<file path="src/rtl/cpu_ctrl_pkg.sv">
// Shared definitions for the sequenced control unit: FSM states, opcode
// class constants and branch condition codes.
package cpu_ctrl_pkg;

    typedef enum logic [2:0] {
        ST_FETCH  = 3'd0,
        ST_DECODE = 3'd1,
        ST_EXEC   = 3'd2,
        ST_WB     = 3'd3,
        ST_HALT   = 3'd4,
        ST_RESUME = 3'd5
    } state_e;

    localparam logic [1:0] CLS_ALU  = 2'b00;
    localparam logic [1:0] CLS_IMM  = 2'b01;
    localparam logic [1:0] CLS_BR   = 2'b10;
    localparam logic [1:0] CLS_MISC = 2'b11;

    localparam logic [1:0] BR_JMP = 2'b00;
    localparam logic [1:0] BR_JGE = 2'b01;
    localparam logic [1:0] BR_JZ  = 2'b10;
    localparam logic [1:0] BR_JC  = 2'b11;

    typedef struct packed {
        logic cf;
        logic sf;
        logic zf;
    } flags_t;

endpackage

</file>
<file path="src/rtl/branch_eval.sv">
// Combinational branch-condition evaluator working on the latched flags.
module branch_eval
    import cpu_ctrl_pkg::*;
(
    input  logic [1:0] i_cond,
    input  logic       i_cf,
    input  logic       i_sf,
    input  logic       i_zf,
    output logic       o_taken
);

    always_comb begin
        o_taken = 1'b0;
        case (i_cond)
            BR_JMP:  o_taken = 1'b1;
            BR_JGE:  o_taken = i_zf | ~i_sf;
            BR_JZ:   o_taken = i_zf;
            BR_JC:   o_taken = i_cf;
            default: o_taken = 1'b0;
        endcase
    end

endmodule

</file>
<file path="src/rtl/seq_control_unit.sv">
// Multi-cycle control sequencer: fetch handshake, FETCH/DECODE/EXEC/WB walk,
// latched ALU flags, branch resolution, HALT/resume and a retire counter.
module seq_control_unit
    import cpu_ctrl_pkg::*;
#(
    parameter int OPCODE_W = 4,
    parameter int CNT_W    = 16
) (
    input  logic                clk,
    input  logic                rst_n,
    input  logic                instr_valid,
    input  logic [OPCODE_W-1:0] instr_opcode,
    output logic                instr_ready,
    input  logic                cf,
    input  logic                sf,
    input  logic                zf,
    input  logic                resume,
    output logic [OPCODE_W-3:0] op,
    output logic                imm_sel,
    output logic                alu_en,
    output logic                reg_en,
    output logic                pc_inc,
    output logic                jmp_sel,
    output logic                halted,
    output logic [CNT_W-1:0]    retired
);

    localparam int SUB_W = OPCODE_W - 2;

    state_e              r_state;
    state_e              w_state_nxt;
    logic [OPCODE_W-1:0] r_ir;
    flags_t              r_flags;
    logic [CNT_W-1:0]    r_retired;
    logic [1:0]          w_cls;
    logic [SUB_W-1:0]    w_sub;
    logic                w_taken;
    logic                w_retire;
    logic                w_flags_ld;

    assign w_cls   = r_ir[OPCODE_W-1 -: 2];
    assign w_sub   = r_ir[SUB_W-1:0];
    assign retired = r_retired;

    branch_eval u_branch_eval (
        .i_cond  (w_sub[1:0]),
        .i_cf    (r_flags.cf),
        .i_sf    (r_flags.sf),
        .i_zf    (r_flags.zf),
        .o_taken (w_taken)
    );

    always_ff @(posedge clk or negedge rst_n) begin
        if (!rst_n) begin
            r_state   <= ST_FETCH;
            r_ir      <= '0;
            r_flags   <= '0;
            r_retired <= '0;
        end else begin
            r_state <= w_state_nxt;
            if (r_state == ST_FETCH && instr_valid)
                r_ir <= instr_opcode;
            if (w_flags_ld)
                r_flags <= flags_t'({cf, sf, zf});
            if (w_retire)
                r_retired <= r_retired + 1'b1;
        end
    end

    // Outputs depend only on r_state/r_ir/r_flags; inputs steer next state only.
    // Resume goes through a one-cycle RESUME state so pc_inc stays registered.
    always_comb begin
        w_state_nxt = r_state;
        instr_ready = 1'b0;
        op          = '0;
        imm_sel     = 1'b0;
        alu_en      = 1'b0;
        reg_en      = 1'b0;
        pc_inc      = 1'b0;
        jmp_sel     = 1'b0;
        halted      = 1'b0;
        w_retire    = 1'b0;
        w_flags_ld  = 1'b0;
        case (r_state)
            ST_FETCH: begin
                instr_ready = 1'b1;
                if (instr_valid)
                    w_state_nxt = ST_DECODE;
            end
            ST_DECODE: w_state_nxt = ST_EXEC;
            ST_EXEC: begin
                case (w_cls)
                    CLS_ALU, CLS_IMM: begin
                        alu_en      = 1'b1;
                        op          = w_sub;
                        imm_sel     = (w_cls == CLS_IMM);
                        w_flags_ld  = 1'b1;
                        w_state_nxt = ST_WB;
                    end
                    CLS_BR: begin
                        jmp_sel     = w_taken;
                        pc_inc      = ~w_taken;
                        w_retire    = 1'b1;
                        w_state_nxt = ST_FETCH;
                    end
                    default: begin
                        w_retire = 1'b1;
                        if (&w_sub) begin
                            w_state_nxt = ST_HALT;
                        end else begin
                            pc_inc      = 1'b1;
                            w_state_nxt = ST_FETCH;
                        end
                    end
                endcase
            end
            ST_WB: begin
                reg_en      = 1'b1;
                pc_inc      = 1'b1;
                w_retire    = 1'b1;
                w_state_nxt = ST_FETCH;
            end
            ST_HALT: begin
                halted = 1'b1;
                if (resume)
                    w_state_nxt = ST_RESUME;
            end
            ST_RESUME: begin
                pc_inc      = 1'b1;
                w_state_nxt = ST_FETCH;
            end
            default: w_state_nxt = ST_FETCH;
        endcase
    end

endmodule

</file>
<file path="config.mk">
export PLATFORM = sky130hd
export DESIGN_NAME = seq_control_unit
export DESIGN_NICKNAME = d
export VERILOG_FILES = /design/src/rtl/cpu_ctrl_pkg.sv /design/src/rtl/branch_eval.sv /design/src/rtl/seq_control_unit.sv
export SDC_FILE = /design/constraint.sdc
export NUM_CORES = 1
export LEC_CHECK = 0
export ABC_AREA = 1
export BUFFER_PORTS_ARGS = -buffer_cell sky130_fd_sc_hd__buf_2
export CAP_MARGIN = 30
export CORE_MARGIN = 3
export CORE_UTILIZATION = 36
export CTS_BUF_LIST = sky130_fd_sc_hd__clkbuf_2
export DETAILED_ROUTE_END_ITERATION = 10
export PLACE_DENSITY = 0.63
export SYNTH_ARGS = -nofsm -noshare
export SYNTH_HDL_FRONTEND = slang
export SYNTH_HIERARCHICAL = 1
export SYNTH_SLANG_ARGS = --single-unit
export TNS_END_PERCENT = 50
</file>
<file path="constraint.sdc">
create_clock -name clk -period 1.4 [get_ports clk]
set_clock_uncertainty 0.2 [all_clocks]
set_input_delay 0.28 -clock clk [delete_from_list [all_inputs] [get_ports clk]]
set_output_delay 0.28 -clock clk [all_outputs]
set_load 0.01 [all_outputs]
</file>
==> results of run 1 <==
power by group through the flow:
stage / Clock, µW / Combinational (µW) / Sequential (µW)
after global placement: 0 / 1370 / 1150
final: 268 / 2490 / 1150
after global routing: 312 / 2680 / 1180
after CTS: 287 / 2140 / 1130
after detailed placement: 0 / 1370 / 1160
after floorplan: 0 / 762 / 1170
per-stage QoR:
stage               hold slack, ns  TNS, ns  cell area (µm²)  cells
global placement            0.0356    -1.85             1790    285
detailed placement          0.0347    -2.29             1790    285
floorplan                   -0.216   -0.189             1390    183
global route                0.0243   -13.40             2380    317
CTS                         0.0173    -8.46             2210    315
finish                      0.0566    -9.05             2380    317
cell usage in the layout (no fill, tap or decap):
| master | synthesis | routed |
|---|---|---|
| sky130_fd_sc_hd__a21oi_1 | 4 | 4 |
| sky130_fd_sc_hd__and2_4 | 0 | 1 |
| sky130_fd_sc_hd__buf_12 | 0 | 3 |
| sky130_fd_sc_hd__buf_2 | 0 | 22 |
| sky130_fd_sc_hd__buf_4 | 0 | 26 |
| sky130_fd_sc_hd__buf_6 | 1 | 26 |
| sky130_fd_sc_hd__buf_8 | 0 | 1 |
| sky130_fd_sc_hd__clkbuf_2 | 0 | 3 |
| sky130_fd_sc_hd__dfrtp_1 | 26 | 22 |
| sky130_fd_sc_hd__dfrtp_2 | 0 | 4 |
| sky130_fd_sc_hd__dlygate4sd3_1 | 0 | 8 |
| sky130_fd_sc_hd__ha_2 | 0 | 1 |
| sky130_fd_sc_hd__inv_1 | 28 | 21 |
| sky130_fd_sc_hd__inv_2 | 1 | 8 |
| sky130_fd_sc_hd__nand2_1 | 58 | 47 |
| sky130_fd_sc_hd__nand2_2 | 2 | 6 |
| sky130_fd_sc_hd__nand2_4 | 0 | 6 |
| sky130_fd_sc_hd__nand2_8 | 0 | 1 |
| sky130_fd_sc_hd__nand3_1 | 14 | 7 |
| sky130_fd_sc_hd__nand3_2 | 0 | 6 |
| sky130_fd_sc_hd__nand3_4 | 0 | 1 |
| sky130_fd_sc_hd__nand3b_1 | 3 | 3 |
| sky130_fd_sc_hd__nand4_1 | 6 | 6 |
| sky130_fd_sc_hd__nor2_1 | 23 | 14 |
| sky130_fd_sc_hd__nor2_2 | 0 | 6 |
| sky130_fd_sc_hd__nor2_4 | 0 | 3 |
| sky130_fd_sc_hd__nor3_1 | 2 | 2 |
| sky130_fd_sc_hd__nor3_4 | 0 | 1 |
| sky130_fd_sc_hd__o211ai_1 | 1 | 1 |
| sky130_fd_sc_hd__o21ai_0 | 1 | 1 |
| sky130_fd_sc_hd__o21ai_2 | 0 | 1 |
| sky130_fd_sc_hd__o22ai_1 | 1 | 1 |
| sky130_fd_sc_hd__o31ai_1 | 1 | 1 |
| sky130_fd_sc_hd__xnor2_1 | 6 | 2 |
| sky130_fd_sc_hd__xnor2_2 | 0 | 4 |
| sky130_fd_sc_hd__xor2_1 | 1 | 1 |
sequential cells by signal, indices dropped and copies added (netlist names):
signal and count:
retired 16, r_ir 4, r_flags 3, r_state 3
what timing repair did:
item	CTS	global route
hold buffers	8	0
endpoints found under the setup margin	48	50
hold endpoints to repair	33	0
buffers inserted	19	3
pin swaps	19	12
resized for setup	41	37
metal layers:
| metal | global-route usage, % | routed length, µm |
|---|---|---|
| met4 | 3.04 | 19 |
| met3 | 4.16 | 134 |
| met1 | 21.4 | 1640 |
| met2 | 34.3 | 2090 |
| met5 | 0 | 0 |
cells by family (layout without fill, tap and decap cells):
group	after synthesis	in the layout
DFF	26	26
buffers and inverters	30	118
and+or+nand+nor	110	110
AOI/OAI and AO/OA	9	9
adders and majority gates	1	1
xor gates and xnor gates	7	7
worst reg2reg max path, stage by stage (launching register included):
cell and delay (ns):
sky130_fd_sc_hd__dfrtp_1 0.47, sky130_fd_sc_hd__buf_6 0.15, sky130_fd_sc_hd__buf_6 0.11, sky130_fd_sc_hd__nand3_4 0.06, sky130_fd_sc_hd__buf_4 0.15, sky130_fd_sc_hd__nand2_8 0.07
sky130_fd_sc_hd__buf_8 0.14, sky130_fd_sc_hd__buf_4 0.13, sky130_fd_sc_hd__nand2_1 0.05, sky130_fd_sc_hd__nand2_1 0.05
final cells by class:
type	count	area [µm²]	share of cell area, %
Sequential cell	26	656	27.5
Timing Repair Buffer	86	753	31.6
Multi-Input combinational cell	127	795	33.3
Inverter	29	109	4.56
Clock buffer	3	15.0	0.630
Tap cell	46	57.6	2.41
final timing paths:
path                       slack [ns]     endpoint   startpoint  cells after the start
setup / recovery                -0.53      jmp_sel   r_state[0]                      5
hold / removal                   0.06      r_ir[1]  instr_valid                      3
setup reg to reg                -0.25  retired[12]   r_state[0]                      9
hold reg to reg                  0.32   r_flags[2]   r_flags[2]                      2
max in group asynchronous        0.66   retired[8]        rst_n                      3
min in group asynchronous        0.18   retired[0]        rst_n                      3
==> report_table.html, run 1 <==
<table>
<tr><th>Metric</th><th>Value</th></tr>
<tr><th colspan="2">Floorplanning</th></tr>
<tr><td>Row count</td><td>21</td></tr>
<tr><td>Count of boundary I/O pins</td><td>36</td></tr>
<tr><td>Die Wd</td><td>67.7 µm</td></tr>
<tr><td>Effective utilization at floorplan</td><td>39.2%</td></tr>
<tr><td>Placeable core region</td><td>3490 µm²</td></tr>
<tr><td>Vertical die dimension</td><td>67.7 µm</td></tr>
<tr><td>Die area</td><td>4580 µm²</td></tr>
<tr><th colspan="2">Logic synthesis</th></tr>
<tr><td>Synth unique cells</td><td>22</td></tr>
<tr><td>Syn nets</td><td>approximately 200</td></tr>
<tr><td>Prevailing post-synth register cell</td><td>sky130_fd_sc_hd__dfrtp_1</td></tr>
<tr><td>Syn. warnings</td><td>6</td></tr>
<tr><td>Mean cell area of the mapped netlist</td><td>roughly 7.5 µm²</td></tr>
<tr><td>Post-Synth Simple-Gate Area</td><td>34.6%</td></tr>
<tr><td>Synthesized flop and latch total</td><td>26</td></tr>
<tr><td>Main area contributors after synthesis</td><td>sky130_fd_sc_hd__dfrtp_1 47%, sky130_fd_sc_hd__nand2_1 16%, sky130_fd_sc_hd__inv_1 7.7%</td></tr>
<tr><td>Fraction of the yosys area taken by sequential cells</td><td>47.5%</td></tr>
<tr><td>Ranking of synthesized cells by instance count</td><td>58 x sky130_fd_sc_hd__nand2_1, 28 x sky130_fd_sc_hd__inv_1, 26 x sky130_fd_sc_hd__dfrtp_1, 23 x sky130_fd_sc_hd__nor2_1, 14 x sky130_fd_sc_hd__nand3_1</td></tr>
<tr><td>Number of instances in the synthesized netlist</td><td>183</td></tr>
<tr><td>Synth area leader</td><td>sky130_fd_sc_hd__dfrtp_1</td></tr>
<tr><td>Post-synthesis adder-cell area fraction</td><td>0.913%</td></tr>
<tr><td>Fraction of synthesized cell area taken by the top area cell type</td><td>between 40% and 50%</td></tr>
<tr><td>Cell area after synthesis</td><td>1370 µm²</td></tr>
<tr><td>Cell with the most instances after synthesis</td><td>sky130_fd_sc_hd__nand2_1</td></tr>
<tr><td>Share of synthesized area spent on multiplexers</td><td>0%</td></tr>
<tr><td>Async set-or-reset flop fraction in the synthesized netlist</td><td>100%</td></tr>
<tr><td>Combinational family with the most area after synthesis</td><td>simple AND/OR/NAND/NOR gates</td></tr>
<tr><td>Number of enable flip-flop cells after synthesis</td><td>0</td></tr>
<tr><td>Xor/xnor share of the synthesized area</td><td>4.47%</td></tr>
<tr><td>Synthesized-area fraction occupied by ao, oa, aoi and oai cells</td><td>3.74%</td></tr>
<tr><th colspan="2">Placement</th></tr>
<tr><td>Setup WS pre-CTS</td><td>-0.162 ns</td></tr>
<tr><td>HPWL Detailed</td><td>2410 µm</td></tr>
<tr><td>Weighted congestion at the end of routability-driven global placement</td><td>just under 0.8</td></tr>
<tr><td>Count of input and output buffers</td><td>35</td></tr>
<tr><th colspan="2">Route</th></tr>
<tr><td>Initial drt markers</td><td>52</td></tr>
<tr><td>Total wire length after detailed routing</td><td>about 3900 µm</td></tr>
<tr><td>Via count of the routed design</td><td>about 1500</td></tr>
<tr><td>Post-route ant nets</td><td>0</td></tr>
<tr><td>Mean routed wirelength per cell</td><td>12.3 µm</td></tr>
<tr><td>Vias per cell</td><td>about 4.6</td></tr>
<tr><td>Drc violations</td><td>0</td></tr>
<tr><td>First-pass iteration count of the detailed router</td><td>4</td></tr>
<tr><th colspan="2">STA</th></tr>
<tr><td>Unrepaired setup endpoints after global routing</td><td>true</td></tr>
<tr><td>Relative slew slack</td><td>a little under 80%</td></tr>
<tr><td>Transition at the pin with the smallest max-transition slack</td><td>0.311 ns</td></tr>
<tr><td>Final slew viol count</td><td>0</td></tr>
<tr><td>Clock period minus final worst setup slack</td><td>1.93 ns</td></tr>
<tr><td>Final worst path period share</td><td>138%</td></tr>
<tr><td>Maximum frequency from static timing analysis</td><td>between 0.5 and 0.6 GHz</td></tr>
<tr><td>Finish-stage setup viols</td><td>49</td></tr>
<tr><td>Final number of hold-violating endpoints</td><td>0</td></tr>
<tr><td>Final worst-path setup slack</td><td>-0.532 ns</td></tr>
<tr><th colspan="2">Run status</th></tr>
<tr><td>Violations in the final reports</td><td>setup timing</td></tr>
<tr><td>Result of the run</td><td>finished, violations left</td></tr>
<tr><th colspan="2">Power and ir drop</th></tr>
<tr><td>Cell internal pwr</td><td>2330 µW</td></tr>
<tr><td>Maximum vdd ir drop</td><td>0.898 mV</td></tr>
<tr><td>Share of total power in combinational logic</td><td>63.7%</td></tr>
<tr><td>Switching power of the nets</td><td>1570 µW</td></tr>
<tr><td>Share of power burned in the clock network</td><td>6.9%</td></tr>
<tr><td>Switching share of power</td><td>approximately 40%</td></tr>
<tr><td>Static power due to leakage</td><td>0.00129 µW</td></tr>
<tr><td>PD cells</td><td>approximately 1600 nW/µm²</td></tr>
<tr><td>Power after layout</td><td>between 3000 and 4000 µW</td></tr>
<tr><td>Part of the power in registers</td><td>29.5%</td></tr>
<tr><th colspan="2">Worst setup path</th></tr>
<tr><td>Maximum fanout along the worst path</td><td>4</td></tr>
<tr><td>Setup Crit Path Kind</td><td>flip-flop to output port</td></tr>
<tr><td>Crit path largest cell delay</td><td>0.47 ns</td></tr>
<tr><td>Critical path cell sequence</td><td>buf_6 -&gt; inv_2 -&gt; nand4_1 -&gt; nor2_1 -&gt; buf_2</td></tr>
<tr><td>Data required time at the worst endpoint</td><td>0.92 ns</td></tr>
<tr><td>Data arrival time of the critical path</td><td>~1.5 ns</td></tr>
<tr><td>Critical Path Sink Type</td><td>output port</td></tr>
<tr><td>Category of cells accounting for the largest share of critical-path delay</td><td>flip-flops</td></tr>
<tr><td>Worst path bufs/invs</td><td>3</td></tr>
<tr><td>Max stage delay cell, worst path</td><td>sky130_fd_sc_hd__dfrtp_1</td></tr>
<tr><td>CP startpoint kind</td><td>flip-flop</td></tr>
<tr><th colspan="2">Layout</th></tr>
<tr><td>Final nets</td><td>285</td></tr>
<tr><td>Fillcell total</td><td>between 200 and 300</td></tr>
<tr><td>Growth of design area from synthesis to finish</td><td>74.1%</td></tr>
<tr><td>Count of inserted antenna diode cells</td><td>0</td></tr>
<tr><td>Final design utilization</td><td>between 60 and 70%</td></tr>
<tr><td>Share of cells above drive strength 1</td><td>between 40% and 50%</td></tr>
<tr><th colspan="2">Global routing</th></tr>
<tr><td>Wire length of the first global-routing pass</td><td>6350 µm</td></tr>
<tr><td>Global-route usage over all layers</td><td>18.4%</td></tr>
<tr><td>Global-route congestion overflow total</td><td>0</td></tr>
<tr><td>Number of global-route vias before repair</td><td>1451</td></tr>
<tr><td>Number of antenna violations at the first check in global routing</td><td>0</td></tr>
<tr><td>Largest net degree at the start of global routing</td><td>27</td></tr>
<tr><th colspan="2">Clock network</th></tr>
<tr><td>Clock latency on the worst-skew pair</td><td>0.34 ns</td></tr>
<tr><td>Cell at the root of the clock tree</td><td>sky130_fd_sc_hd__clkbuf_2</td></tr>
<tr><td>CTS Buf Count</td><td>3</td></tr>
<tr><td>Number of clock sinks seen by CTS</td><td>26</td></tr>
<tr><td>Deepest level of the CTS H-tree</td><td>1</td></tr>
<tr><td>Clock-pin transition on the worst setup and hold timing paths</td><td>0.22 ns</td></tr>
<tr><td>Clock tree from TritonCTS</td><td>done</td></tr>
<tr><td>Clock Tree Buf Depth</td><td>2</td></tr>
<tr><th colspan="2">Worst hold path</th></tr>
<tr><td>Worst hold path type</td><td>input port to flip-flop</td></tr>
<tr><th colspan="2">Flow run</th></tr>
<tr><td>Max cap viols</td><td>0</td></tr>
</table>
Note: power is estimated with default switching activity, not from simulation.
==> run 2, diff against run 1 <==
--- a/config.mk
+++ b/config.mk
@@ -12,7 +12,6 @@
 export CORE_UTILIZATION = 36
 export CTS_BUF_LIST = sky130_fd_sc_hd__clkbuf_2
 export DETAILED_ROUTE_END_ITERATION = 10
-export PLACE_DENSITY = 0.63
 export SYNTH_ARGS = -nofsm -noshare
 export SYNTH_HDL_FRONTEND = slang
 export SYNTH_HIERARCHICAL = 1
==> run 2 against run 1 <==
Effect of this change:
- the flow still finishes with violations (setup timing)
- count of clock-buffer cells in the layout unchanged
- combinational power decreased by 6%
- die area did not move
- largest cell class is now non-clock buffers
- register-to-register slack got worse by 0.05 ns
- power down 2.8%
==> report_table.html, run 2 (synthesis gave the netlist of run 1 again) <==
<table>
<tr><th>Metric</th><th>Value</th></tr>
<tr><th colspan="2">Floorplanning</th></tr>
<tr><td>Effective utilization at floorplan</td><td>around two fifths</td></tr>
<tr><td>Vertical die dimension</td><td>67.7 µm</td></tr>
<tr><td>Die area</td><td>approximately 4600 µm²</td></tr>
<tr><td>Count of boundary I/O pins</td><td>36</td></tr>
<tr><td>Die Wd</td><td>67.7 µm</td></tr>
<tr><td>Row count</td><td>21</td></tr>
<tr><td>Placeable core region</td><td>3490 µm²</td></tr>
<tr><th colspan="2">Route</th></tr>
<tr><td>Post-route ant nets</td><td>0</td></tr>
<tr><td>Vias per cell</td><td>around 4.6</td></tr>
<tr><td>Mean routed wirelength per cell</td><td>approximately 12 µm</td></tr>
<tr><td>Initial drt markers</td><td>68</td></tr>
<tr><td>Total wire length after detailed routing</td><td>between 3000 and 4000 µm</td></tr>
<tr><td>First-pass iteration count of the detailed router</td><td>4</td></tr>
<tr><td>Drc violations</td><td>0</td></tr>
<tr><td>Via count of the routed design</td><td>1523</td></tr>
<tr><th colspan="2">Clock network</th></tr>
<tr><td>Clock tree from TritonCTS</td><td>done</td></tr>
<tr><td>Cell at the root of the clock tree</td><td>sky130_fd_sc_hd__clkbuf_2</td></tr>
<tr><td>Clock latency on the worst-skew pair</td><td>0.35 ns</td></tr>
<tr><td>Clock Tree Buf Depth</td><td>2</td></tr>
<tr><td>CTS Buf Count</td><td>3</td></tr>
<tr><td>Deepest level of the CTS H-tree</td><td>1</td></tr>
<tr><td>Number of clock sinks seen by CTS</td><td>26</td></tr>
<tr><td>Clock-pin transition on the worst setup and hold timing paths</td><td>0.25 ns</td></tr>
<tr><th colspan="2">Worst setup path</th></tr>
<tr><td>Max stage delay cell, worst path</td><td>sky130_fd_sc_hd__dfrtp_1</td></tr>
<tr><td>Maximum fanout along the worst path</td><td>4</td></tr>
<tr><td>Most numerous cell on the critical path</td><td>sky130_fd_sc_hd__nand2_1</td></tr>
<tr><td>Data arrival time of the critical path</td><td>1.50 ns</td></tr>
<tr><td>Worst setup path start</td><td>r_ir[0]</td></tr>
<tr><td>Crit path largest cell delay</td><td>0.47 ns</td></tr>
<tr><td>Setup Crit Path Kind</td><td>flip-flop to output port</td></tr>
<tr><td>Reg-to-Reg Start</td><td>r_state[1]</td></tr>
<tr><td>Category of cells accounting for the largest share of critical-path delay</td><td>flip-flops</td></tr>
<tr><td>Critical path cell sequence</td><td>inv_1 -&gt; nand2_1 -&gt; nand3_1 -&gt; nand2_1 -&gt; nand2_1 -&gt; nand4_1 -&gt; nand3_1 -&gt; buf_2</td></tr>
<tr><td>CP startpoint kind</td><td>flip-flop</td></tr>
<tr><td>Worst path bufs/invs</td><td>2</td></tr>
<tr><td>Data required time at the worst endpoint</td><td>0.92 ns</td></tr>
<tr><td>Critical Path Sink Type</td><td>output port</td></tr>
<tr><th colspan="2">STA</th></tr>
<tr><td>Transition at the pin with the smallest max-transition slack</td><td>0.324 ns</td></tr>
<tr><td>Final slew viol count</td><td>0</td></tr>
<tr><td>Final number of hold-violating endpoints</td><td>0</td></tr>
<tr><td>Final worst path period share</td><td>142%</td></tr>
<tr><td>Unrepaired setup endpoints after global routing</td><td>true</td></tr>
<tr><td>Relative slew slack</td><td>78.3%</td></tr>
<tr><td>Clock period minus final worst setup slack</td><td>approximately 2 ns</td></tr>
<tr><td>Maximum frequency from static timing analysis</td><td>0.505 GHz</td></tr>
<tr><td>Final worst-path setup slack</td><td>-0.582 ns</td></tr>
<tr><td>Finish-stage setup viols</td><td>50</td></tr>
<tr><td>Hold slack</td><td>0.0943 ns</td></tr>
<tr><th colspan="2">Placement</th></tr>
<tr><td>Weighted congestion at the end of routability-driven global placement</td><td>0.765</td></tr>
<tr><td>HPWL Detailed</td><td>2360 µm</td></tr>
<tr><td>Count of input and output buffers</td><td>35</td></tr>
<tr><td>Placed Instance Area</td><td>1820 µm²</td></tr>
<tr><th colspan="2">Power and ir drop</th></tr>
<tr><td>Switching power of the nets</td><td>1520 µW</td></tr>
<tr><td>Static power due to leakage</td><td>between 0.001 and 0.0015 µW</td></tr>
<tr><td>Cell internal pwr</td><td>2270 µW</td></tr>
<tr><td>PD cells</td><td>1580 nW/µm²</td></tr>
<tr><td>Maximum vdd ir drop</td><td>1.20 mV</td></tr>
<tr><td>Part of the power in registers</td><td>30.4%</td></tr>
<tr><td>Share of power burned in the clock network</td><td>7.6%</td></tr>
<tr><td>Switching share of power</td><td>40.2%</td></tr>
<tr><td>Share of total power in combinational logic</td><td>between 60% and 70%</td></tr>
<tr><th colspan="2">Layout</th></tr>
<tr><td>Growth of design area from synthesis to finish</td><td>75.3%</td></tr>
<tr><td>Fillcell total</td><td>308</td></tr>
<tr><td>Share of cells above drive strength 1</td><td>between 40% and 50%</td></tr>
<tr><td>Final nets</td><td>299</td></tr>
<tr><td>Leading cell type in the layout, fill and taps excluded</td><td>sky130_fd_sc_hd__nand2_1</td></tr>
<tr><td>Post-route cell area</td><td>between 2000 and 2500 µm²</td></tr>
<tr><td>Most used cells in the layout excluding fill and tap cells</td><td>54 x sky130_fd_sc_hd__nand2_1, 38 x sky130_fd_sc_hd__buf_4, 28 x sky130_fd_sc_hd__buf_6</td></tr>
<tr><td>Count of inserted antenna diode cells</td><td>0</td></tr>
<tr><td>Number of flip-flops under the largest register name</td><td>16</td></tr>
<tr><th colspan="2">Global routing</th></tr>
<tr><td>Wire length of the first global-routing pass</td><td>6260 µm</td></tr>
<tr><td>Global-route usage over all layers</td><td>about 18%</td></tr>
<tr><td>Number of antenna violations at the first check in global routing</td><td>0</td></tr>
<tr><td>Number of global-route vias before repair</td><td>1443</td></tr>
<tr><td>Global-route congestion overflow total</td><td>0</td></tr>
<tr><td>Largest net degree at the start of global routing</td><td>17</td></tr>
<tr><th colspan="2">Run status</th></tr>
<tr><td>Result of the run</td><td>finished, violations left</td></tr>
<tr><td>Violations in the final reports</td><td>setup timing</td></tr>
<tr><th colspan="2">Flow run</th></tr>
<tr><td>Max cap viols</td><td>0</td></tr>
<tr><th colspan="2">Worst hold path</th></tr>
<tr><td>Worst hold path type</td><td>input port to asynchronous set/reset pin</td></tr>
</table>
run 2: changes by cell type in the layout (fill, tap and decap cells not counted), moves of 3 or more:
cell,before,now
sky130_fd_sc_hd__xnor2_1,2,5
sky130_fd_sc_hd__nand3_2,6,0
sky130_fd_sc_hd__nand2_2,6,2
sky130_fd_sc_hd__buf_4,26,38
sky130_fd_sc_hd__nand3_1,7,13
sky130_fd_sc_hd__xnor2_2,4,1
sky130_fd_sc_hd__nand2_1,47,54
run 2: final cells by class:
type / instances / area (µm²) / share of cell area (%)
Clock inverter: 1 / 3.75 / 0.156
Sequential cell: 26 / 654 / 27.2
Tap cell: 46 / 57.6 / 2.40
Timing Repair Buffer: 99 / 831 / 34.6
Clock buffer: 3 / 15.0 / 0.625
Inverter: 29 / 111 / 4.64
Multi-Input combinational cell: 128 / 729 / 30.4
run 2: per-stage QoR:
stage                     std cells  TNS (ns)  total power, µW  worst slack [ns]  utilization (%)
after floorplan                 183    -0.189             1930           -0.0436                -
after CTS                       326     -8.58             3550            -0.569             65.6
after global placement          289     -1.65             2560            -0.124             52.1
final                           332     -9.74             3800            -0.582             68.7
after global routing            332    -14.21             4100            -0.723             68.7
after detailed placement        289     -2.28             2570            -0.147             52.1
run 2: layer usage:
layer	wire [µm]	global-route usage, %	part of all wire (%)	up-vias
met5	0	0	0	-
met4	77	8.35	2.0	0
met3	142	2.66	3.7	8
met2	2080	33.5	54	37
met1	1590	20.6	41	699
li1	-	-	-	779
run 2: repair_timing:
action	4_1_cts	5_1_grt
buffers inserted	22	6
hold buffers	10	0
resized for setup	42	17
pin swaps	7	10
gates cloned	1	0
hold endpoints to repair	34	0
setup endpoints to repair	48	51
run 2: power by group through the flow:
stage          logic [µW]  clock network (µW)  registers (µW)
3_3_place_gp         1410                   0            1160
5_1_grt              2580                 337            1190
6_report             2350                 289            1150
3_5_place_dp         1410                   0            1160
2_1_floorplan         762                   0            1170
4_1_cts              2100                 313            1140
run 2: path summary, 6_finish.rpt:
kind,endpoint,slack (ns),depth (start not counted)
worst max-delay path,pc_inc,-0.58,8
worst min-delay path,retired[10],0.09,2
worst max register to register,r_flags[0],-0.30,9
worst min register to register,r_flags[2],0.32,2
max in group asynchronous,retired[6],0.51,3
min in group clk,r_flags[2],0.32,2
